==> src/rtl/polar_result_fifo.sv <==
// Result FIFO behind the Cartesian-to-cylindrical converter: buffers (r, theta)
// pairs for a stalling consumer, first-word-fall-through, with sticky overflow.
module polar_result_fifo #(
    parameter int unsigned DATA_W     = 4,
    parameter int unsigned DEPTH_LOG2 = 2
) (
    input  logic                  clk,
    input  logic                  rst_n,
    input  logic                  ena,
    input  logic                  in_valid,
    input  logic [DATA_W-1:0]     r,
    input  logic [DATA_W-1:0]     theta,
    input  logic                  out_ready,
    input  logic                  clr_ovf,
    output logic                  out_valid,
    output logic [DATA_W-1:0]     out_r,
    output logic [DATA_W-1:0]     out_theta,
    output logic [DEPTH_LOG2:0]   count,
    output logic                  full,
    output logic                  overflow
);

    localparam int unsigned DEPTH   = 1 << DEPTH_LOG2;
    localparam int unsigned ENTRY_W = 2 * DATA_W;
    localparam int unsigned PTR_W   = DEPTH_LOG2;
    localparam int unsigned CNT_W   = DEPTH_LOG2 + 1;

    logic [ENTRY_W-1:0] mem [DEPTH];
    logic [PTR_W-1:0]   wr_ptr;
    logic [PTR_W-1:0]   rd_ptr;
    logic               push_req;
    logic               pop;
    logic               push;
    logic               drop;
    logic [ENTRY_W-1:0] head;

    // Handshake decode; a full FIFO still accepts a push when it pops the same cycle
    always_comb begin
        push_req = ena & in_valid;
        pop      = ena & out_valid & out_ready;
        push     = push_req & (~full | pop);
        drop     = push_req & full & ~pop;
    end

    // Status and head presentation, all derived from registered state
    always_comb begin
        out_valid = (count != CNT_W'(0));
        full      = (count == CNT_W'(DEPTH));
        head      = mem[rd_ptr];
        out_r     = '0;
        out_theta = '0;
        if (out_valid) begin
            out_r     = head[ENTRY_W-1:DATA_W];
            out_theta = head[DATA_W-1:0];
        end
    end

    // Storage carries no reset: contents are meaningless while count is zero
    always_ff @(posedge clk) begin
        if (push) begin
            mem[wr_ptr] <= {r, theta};
        end
    end

    always_ff @(posedge clk or negedge rst_n) begin
        if (!rst_n) begin
            wr_ptr <= '0;
            rd_ptr <= '0;
            count  <= '0;
        end else begin
            if (push) begin
                wr_ptr <= wr_ptr + PTR_W'(1);
            end
            if (pop) begin
                rd_ptr <= rd_ptr + PTR_W'(1);
            end
            if (push && !pop) begin
                count <= count + CNT_W'(1);
            end else if (pop && !push) begin
                count <= count - CNT_W'(1);
            end
        end
    end

    // A drop wins over a same-cycle clear so the loss is never hidden
    always_ff @(posedge clk or negedge rst_n) begin
        if (!rst_n) begin
            overflow <= 1'b0;
        end else if (drop) begin
            overflow <= 1'b1;
        end else if (clr_ovf) begin
            overflow <= 1'b0;
        end
    end

endmodule
==> config.mk <==
export PLATFORM = sky130hd
export DESIGN_NAME = polar_result_fifo
export DESIGN_NICKNAME = d
export VERILOG_FILES = /design/src/rtl/polar_result_fifo.sv
export SDC_FILE = /design/constraint.sdc
export NUM_CORES = 1
export LEC_CHECK = 0
export CAP_MARGIN = 20
export CORE_UTILIZATION = 65
export CTS_BUF_LIST = sky130_fd_sc_hd__clkbuf_4 sky130_fd_sc_hd__clkbuf_8
export CTS_CLUSTER_SIZE = 24
export DETAILED_ROUTE_END_ITERATION = 7
export DONT_BUFFER_PORTS = 1
export PLACE_DENSITY = 0.84
export RECOVER_POWER = 100
export SLEW_MARGIN = 10
export SYNTH_ARGS = -nofsm -noshare
export SYNTH_HDL_FRONTEND = slang
export SYNTH_SLANG_ARGS = --single-unit
==> constraint.sdc <==
create_clock -name clk -period 5.5 [get_ports clk]
set_clock_uncertainty 0.05 [all_clocks]
set_input_delay 0.825 -clock clk [delete_from_list [all_inputs] [get_ports clk]]
set_output_delay 0.825 -clock clk [all_outputs]
set_load 0.01 [all_outputs]
After elaboration in Yosys (flattened, before gate mapping)

Memories as Yosys holds them, arrays and structs flattened.
Cells that the tools add are included.

Memory bits (writable): 32
Memories: 1
Logic and storage cells: 34
Input port bits: 14
Register bits after elaboration: 8

Memories:

| name | words | bits a word | rd ports | clocked after Yosys merged registers in | write ports | RTL line | source |
|---|---|---|---|---|---|---|---|
| mem  | 4     | 8           | 1        | 0                                       | 1           | 28       | `logic [ENTRY_W-1:0] mem [DEPTH];` |

Bitwise operators: 9
Muxes and demuxes: 8
Equality and inequality tests: 1
Add/sub/neg operators: 4
Reduce and logical (&&, ||, !) cells: 7

Operator list:

| operator                                         | number |
|---|---|
| 2-to-1 mux 4 bit                                 | 2 |
| AND 1 bit                                        | 6 |
| 2-to-1 mux 3 bit                                 | 2 |
| adder 2 x 1 -> 2 bit, second input constant      | 2 |
| 2-to-1 mux 1 bit                                 | 4 |
| nonzero test 2 bit                               | 2 |
| adder 3 x 1 -> 3 bit, second input constant      | 1 |
| == test 3 bit, second input constant             | 1 |
| nonzero test 3 bit                               | 1 |
| subtractor 3 x 1 -> 3 bit, second input constant | 1 |
| logical AND 1 bit                                | 2 |
| zero test 1 bit                                  | 2 |
| NOT 1 bit                                        | 2 |
| bitwise OR 1 bit                                 | 1 |

Logic depth before layout (Yosys ltp)

Gate-level depths: netlist of run 1.

Depth in word-level cells: 9
Depth in mapped cells: 8
Depth with buffers taken out: 8

Worst setup path before layout of run 1

OpenSTA, ideal clock, no wires.

Path kind: in2reg
Start point: input port out_ready
End point: register count[1]
Arrival time: 2.091 ns
Path slack: 3.235 ns
Stages on the path: 6
Required time: 5.325 ns
Cells stage by stage: nor4b_4 nor2_2 ha_1 inv_1 fa_1 mux2_2

Longest elaborated chain between the ends: 6

RTL lines:

| element                      | RTL line | source |
|---|---|---|
| start, declared              | 13       | `input logic out_ready,` |
| AND 1 bit (*)                | 40       | `pop = ena & out_valid & out_ready;` |
| bitwise OR 1 bit (*)         | 41       | `push = push_req & (~full \| pop);` |
| AND 1 bit (*)                | 41       |  |
| via push                     | 33       | `logic push;` |
| zero test 1 bit              | 79       | `end else if (pop && !push) begin` |
| logical AND 1 bit            | 79       |  |
| nonzero test 2 bit (no line) | n/a      |  |
| end signal, assigned         | 78       | `count <= count + CNT_W'(1);` |
| end signal, assigned         | 80       | `count <= count - CNT_W'(1);` |
| end, declared                | 18       | `output logic [DEPTH_LOG2:0] count,` |

The timed path passes the listed nets; every way through them passes the cells marked *.
A chain may end at the register's enable or synchronous reset.

Worst setup path after layout of run 1

Start point: register rd_ptr[0]
End point: output port out_r[0]

Longest elaborated chain between the ends: 2

RTL lines:

| element                | RTL line | source |
|---|---|---|
| start, declared        | 30       | `logic [PTR_W-1:0] rd_ptr;` |
| start signal, assigned | 75       | `rd_ptr <= rd_ptr + PTR_W'(1);` |
| memory (4 x 8 bit)     | n/a      |  |
| 2-to-1 mux 4 bit       | 52       | `if (out_valid) begin` |
| end, declared          | 16       | `output logic [DATA_W-1:0] out_r,` |

Every way passes these cells.

==> out/results.txt, run 1 <==
First-pass GRT wire length: 3840 um
# clock sinks: 40
Post-synth ARST share: 20.0%
Synthesized Nets: 111
Worst rel slew slack: 58.6%
DR iter-0 viols: 20
CP Cell Sequence: mux4_2, and2_0
Mapped Cells: 91
Fillers: 161
H-Tree Depth: 2
Via count: 754
Largest family of logic cells by synthesized area: multiplexers
Pin slew with the least headroom to its limit: 0.621 ns
Clock transition at path regs: 0.11 ns
Tmin final: 2.71 ns
Mux share of post-synthesis cell area: 12.1%
Top cell type's share of synthesized area: 56.4%
Setup bufs post-CTS: 0
Clock power frac: 21.4%
Post-DP HPWL: 1800 um
Pins over their slew limit: 0
Final core occ: 71.4%
GP Congestion: 0.720
Dominant cell type by area after synthesis: edfxtp_1
Die height: 53.2 um
DRC: 0
F_max: 0.368 GHz
Pwr Total: 0.864 mW
M1 wire length: 946 um
Grt ovf: 0
Layout cells sized above 1: 19.8%
CTS Buffer Depth: 2
Die area: 0.00283 mm^2
Startpoint types: register
Distinct cell type count after synthesis: 22
Die span in x: 53.2 um
Placed instance area: 0.00171 mm^2
EDFF count, synth: 32
Routed len/inst: 20.1 um
Synthesized-area fraction occupied by xor and xnor cells: 3.08%
CP max stage delay: 0.73 ns
Top routing layer in use: met4
Row count: 18
Final net count: 115
Hold Vio Cnt, Final: 0
Synthesized area per cell: 18.7 um^2
Reg power frac: 52.8%
Compound-cell area share of the yosys netlist: 0.294%
Final worst-path cycle share: 49.4%
Ant diodes: 0
Worst skew pair latency: 0.33 ns
Num CTS Buffers: 5
Post-synthesis sequential area ratio: 68.1%
Crit-path max FO: 10
Internal power: 0.599 mW
Hold_buf cts: 0
Antenna Nets Post-Route: 0
# IOs: 28
Psw: 0.265 mW
Multi-input logic area: 474 um^2
WP data required: 4.62 ns
Largest net degree at the start of global routing: 13
Most common cell in the netlist: edfxtp_1
Met3 wire len: 177 um
Final setup viols: 0
Main synth FF type: edfxtp_1
Vias/cell: 5.98
Pwr/cell area: 489 mW/mm^2
RSZ-0062 raised after global routing: no
CTS resizes: 0
Cell Area, Synth: 0.00170 mm^2
Pre-Repair DR Iteration Count: 4
Synth area leaders: edfxtp_1, dfrtp_1, mux4_2, and2_1, ha_1
Final instance area: 0.00177 mm^2
Starting density of the core: 68.8%
Syn. warnings: 0
Combinational power share: 25.8%
TNS Setup: 0 ns
Tot GR Track Use: 21.9%
Simple-Gate Fraction of Synth Area: 9.03%
Port Buf Inserts: 0
Synth Area in Adders: 4.85%
Worst endpoint data arrival time: 1.84 ns
CTS tree: yes
Sw Ratio: 30.7%
Core area: 0.00248 mm^2
Highest-delay cell along the critical path: dfrtp_1
Register Area: 0.00116 mm^2
Routed WL: 2530 um
Worst vdd ir: 0.304 mV
Top post-synthesis cells by count: edfxtp_1, and2_1, dfrtp_1, mux4_2, ha_1
Fin cells: 126
Crit Path Category: reg -> out
Max-cap violation count: 0
Worst hold-check path type: in -> async
Cells after DPL: 118
P_leak: 0.607 nW
Met2 WL: 1340 um
Status: completed
P&R area growth vs syn: 3.74%
FF+latch count, synth: 40
Worst Setup End Kind: output pin
Initial antenna violation count: 0
Root buf cell: clkbuf_4
Vias in the first global route: 829
cell families (layout without fill, tap and decap cells):
family                     Yosys count  after routing
and+or+nand+nor                     21             21
AOI/OAI and AO/OA                    1              1
buffers and inverters                7             12
adders and majority gates            6              6
DFF                                 40             40
muxes                               10             10
xor gates and xnor gates             6              6
worst max-delay path: cells and delay by family, from the launching register on:
| family | cells | cell delay, ns |
|---|---|---|
| flops | 1 | 0.73 |
| mux | 1 | 0.57 |
| simple gates | 1 | 0.21 |
layout by cell type, fill, tap and decap left out, drive strengths merged:
cell    count
edfxtp     32
and2       12
mux4        8
dfrtp       8
clkbuf      6
ha          5
inv         4
xnor2       4
nand3       2
nor2        2
xor2        2
mux2        2
or3         1
nand2       1
nor4b       1
nor3b       1
nand4       1
o21ai       1
fa          1
clkinv      1
bufinv      1
state kept, by name, indices dropped and copies added, names as in the netlist:
name,flops
overflow,1
rd_ptr,2
mem,32
wr_ptr,2
count,3
per-layer routing:
| metal | up-vias | GRT usage [%] |
|---|---|---|
| met1 | 375 | 25.6 |
| li1 | 348 | - |
| met5 | - | 0 |
| met4 | 0 | 14.5 |
| met2 | 24 | 34.4 |
| met3 | 7 | 6.90 |
final cells by class:
class                   instances  share of cell area [%]
multi-input cells              44                    26.8
well taps                      30                    2.12
flip-flops and latches         40                    65.7
inverters                       4                   0.849
clock inverters                 2                    1.98
clock buffers                   6                    2.55
power by group through the flow:
| stage | sequential, mW | combinational [mW] | clock, mW |
|---|---|---|---|
| after floorplan | 0.425 | 0.248 | 0 |
| after global placement | 0.465 | 0.229 | 0 |
| after detailed placement | 0.470 | 0.242 | 0 |
| after CTS | 0.463 | 0.242 | 0.191 |
| after global routing | 0.469 | 0.251 | 0.198 |
| final | 0.457 | 0.223 | 0.185 |
through the flow:
| step | worst slack, ns | hold WS, ns |
|---|---|---|
| after global routing | 2.63 | 0.0945 |
| after global placement | 3.12 | 0.480 |
| after CTS | 2.73 | 0.102 |
| after floorplan | 3.23 | 0.479 |
| final | 2.79 | 0.124 |
| after detailed placement | 3.12 | 0.480 |
path summary, 6_finish.rpt:
| check | from | endpoint | slack (ns) | cells after the start |
|---|---|---|---|---|
| setup / recovery | rd_ptr[0]$_DFFE_PN0N_ | out_r[0] | 2.79 | 2 |
| max in group asynchronous | rst_n | rd_ptr[0]$_DFFE_PN0N_ | 5.21 | 0 |
| setup reg to reg | count[2]$_DFFE_PN0P_ | count[2]$_DFFE_PN0P_ | 3.01 | 8 |
| hold / removal | rst_n | rd_ptr[1]$_DFFE_PN0N_ | 0.12 | 0 |
| min in group clk | theta[2] | mem[2][2]$_DFFE_PP_ | 0.53 | 0 |
| hold reg to reg | count[2]$_DFFE_PN0P_ | count[2]$_DFFE_PN0P_ | 0.56 | 1 |
Power figures use the tool's default switching activity.
==> run 2, diff against run 1 <==
--- a/config.mk
+++ b/config.mk
@@ -6,12 +6,12 @@
 export NUM_CORES = 1
 export LEC_CHECK = 0
 export CAP_MARGIN = 20
-export CORE_UTILIZATION = 65
+export CORE_UTILIZATION = 64
 export CTS_BUF_LIST = sky130_fd_sc_hd__clkbuf_4 sky130_fd_sc_hd__clkbuf_8
 export CTS_CLUSTER_SIZE = 24
 export DETAILED_ROUTE_END_ITERATION = 7
 export DONT_BUFFER_PORTS = 1
-export PLACE_DENSITY = 0.84
+export PLACE_DENSITY = 0.83
 export RECOVER_POWER = 100
 export SLEW_MARGIN = 10
 export SYNTH_ARGS = -nofsm -noshare
==> constraint.sdc (replaced) <==
create_clock -name clk -period 2.66 [get_ports clk]
set_clock_uncertainty 0.05 [all_clocks]
set_input_delay 0.399 -clock clk [delete_from_list [all_inputs] [get_ports clk]]
set_output_delay 0.399 -clock clk [all_outputs]
set_load 0.01 [all_outputs]
==> run 2 against run 1 <==
Effect of this change: clock power up 99%; worst hold slack got worse by 0.023 ns; setup slack got worse by 2.5 ns; sequential cell count is the same; sequential power rose by 110%; die area grew 1.5%; combinational power increased by 110%; largest power group unchanged.
==> out/results.txt, run 2 (synthesis gave the netlist of run 1 again) <==
# clock sinks: 40
Num CTS Buffers: 5
Commonest non-fill, non-tap cell in the layout: edfxtp_1
P&R area growth vs syn: 4.33%
Final WS setup: 0.284 ns
H-Tree Depth: 2
Fin cells: 127
Combinational power share: 25.9%
Placed instance area: 0.00171 mm^2
CTS Buffer Depth: 2
Max-cap violation count: 0
Hold Vio Cnt, Final: 0
Status: completed
Pre-Repair DR Iteration Count: 2
Crit Path Category: reg -> reg
Pwr/cell area: 997 mW/mm^2
Max FFs per register: 32
Pins over their slew limit: 0
Final net count: 116
Port Buf Inserts: 0
Fillers: 160
P_leak: 0.607 nW
Place WS: 0.313 ns
Final setup viols: 0
Largest Register: mem
Worst skew pair latency: 0.33 ns
F_max: 0.421 GHz
Final core occ: 71.1%
Layout cells sized above 1: 18.6%
Clock power frac: 20.8%
DR iter-0 viols: 6
Final instance area: 0.00178 mm^2
Start point of the critical path: count[2]$_DFFE_PN0P_
Worst endpoint data arrival time: 2.58 ns
Vias in the first global route: 772
Die area: 0.00287 mm^2
Crit-path max FO: 7
Worst hold-check path type: in -> reg
Ant diodes: 0
WP data required: 2.87 ns
Internal power: 1.23 mW
Row count: 18
RR Startpoint: count[2]$_DFFE_PN0P_
Worst Setup End Kind: register
Final worst-path cycle share: 89.3%
RSZ-0062 raised after global routing: no
Hold_buf cts: 1
Sw Ratio: 30.7%
Pin slew with the least headroom to its limit: 0.636 ns
# IOs: 28
Startpoint types: register
Routed WL: 2390 um
Top Registers: mem: 32 flops, count: 3 flops
Setup bufs post-CTS: 0
Root buf cell: clkbuf_4
Via count: 765
Pwr Total: 1.77 mW
GP Congestion: 0.630
Post-DP HPWL: 1670 um
Grt ovf: 0
Cells after DPL: 118
Hold slack final: 0.101 ns
Largest net degree at the start of global routing: 13
DRC: 0
CTS tree: yes
Antenna Nets Post-Route: 0
Tmin final: 2.38 ns
Psw: 0.545 mW
Hold Crit Start: theta[3]
Routed len/inst: 18.8 um
Commonest cells after routing, fill and taps aside: edfxtp_1, and2_0, mux4_2, dfrtp_1
Register Area: 0.00116 mm^2
Multi-input logic area: 479 um^2
Vias/cell: 6.02
TNS Setup: 0 ns
Die height: 53.6 um
Worst rel slew slack: 57.6%
Starting density of the core: 68.2%
Reg power frac: 53.3%
Core area: 0.00250 mm^2
Tot GR Track Use: 20.3%
Worst vdd ir: 0.764 mV
Initial antenna violation count: 0
CTS resizes: 0
Clock transition at path regs: 0.11 ns
Die span in x: 53.6 um
First-pass GRT wire length: 3670 um
[run 2: cell types whose count changed in the layout (fill, tap and decap cells not counted)]
cell and change:
clkbuf_4 -1, clkinv_2 -1, or3_4 +1, clkinv_1 +2, or3_1 -1, dlygate4sd3_1 +1
[run 2: path summary, 6_finish.rpt]
| kind | endpoint | slack [ns] | depth (start not counted) |
|---|---|---|---|
| min in group asynchronous | overflow$_DFFE_PN0P_ | 0.35 | 1 |
| min reg2reg | overflow$_DFFE_PN0P_ | 0.55 | 2 |
| max | count[2]$_DFFE_PN0P_ | 0.28 | 8 |
| min | mem[0][3]$_DFFE_PP_ | 0.10 | 0 |
| max in group asynchronous | count[0]$_DFFE_PN0P_ | 1.94 | 1 |
| max reg2reg | count[2]$_DFFE_PN0P_ | 0.28 | 8 |
[run 2: cell type report]
| cell class | instances | area share, % |
|---|---|---|
| tap | 30 | 2.11 |
| clock inverter | 3 | 2.11 |
| multi-input combinational | 44 | 27.0 |
| clock buffer | 5 | 2.11 |
| sequential | 40 | 65.3 |
| inverter | 4 | 0.844 |
| timing repair buffer | 1 | 0.563 |
[run 2: power groups by stage]
stage | registers [mW] | clock network (mW) | logic (mW)
4_1_cts | 0.957 | 0.379 | 0.491
5_1_grt | 0.968 | 0.403 | 0.523
3_3_place_gp | 0.960 | 0 | 0.477
2_1_floorplan | 0.880 | 0 | 0.513
3_5_place_dp | 0.973 | 0 | 0.486
6_report | 0.944 | 0.369 | 0.458
[run 2: worst max-delay path, cell delays in order, from the launching register on]
cell	delay (ns)
dfrtp_1	0.48
nor4b_1	0.20
nor2_1	0.42
ha_1	0.28
inv_1	0.08
fa_1	0.38
xor2_1	0.15
nor2_1	0.11
xor2_1	0.16
[run 2: layer usage]
metal	wire length, um	global-route usage, %	up-vias
li1	-	-	349
met1	981	24.7	387
met2	1250	31.9	21
met3	111	6.50	8
met4	53	11.8	0
met5	0	0	-
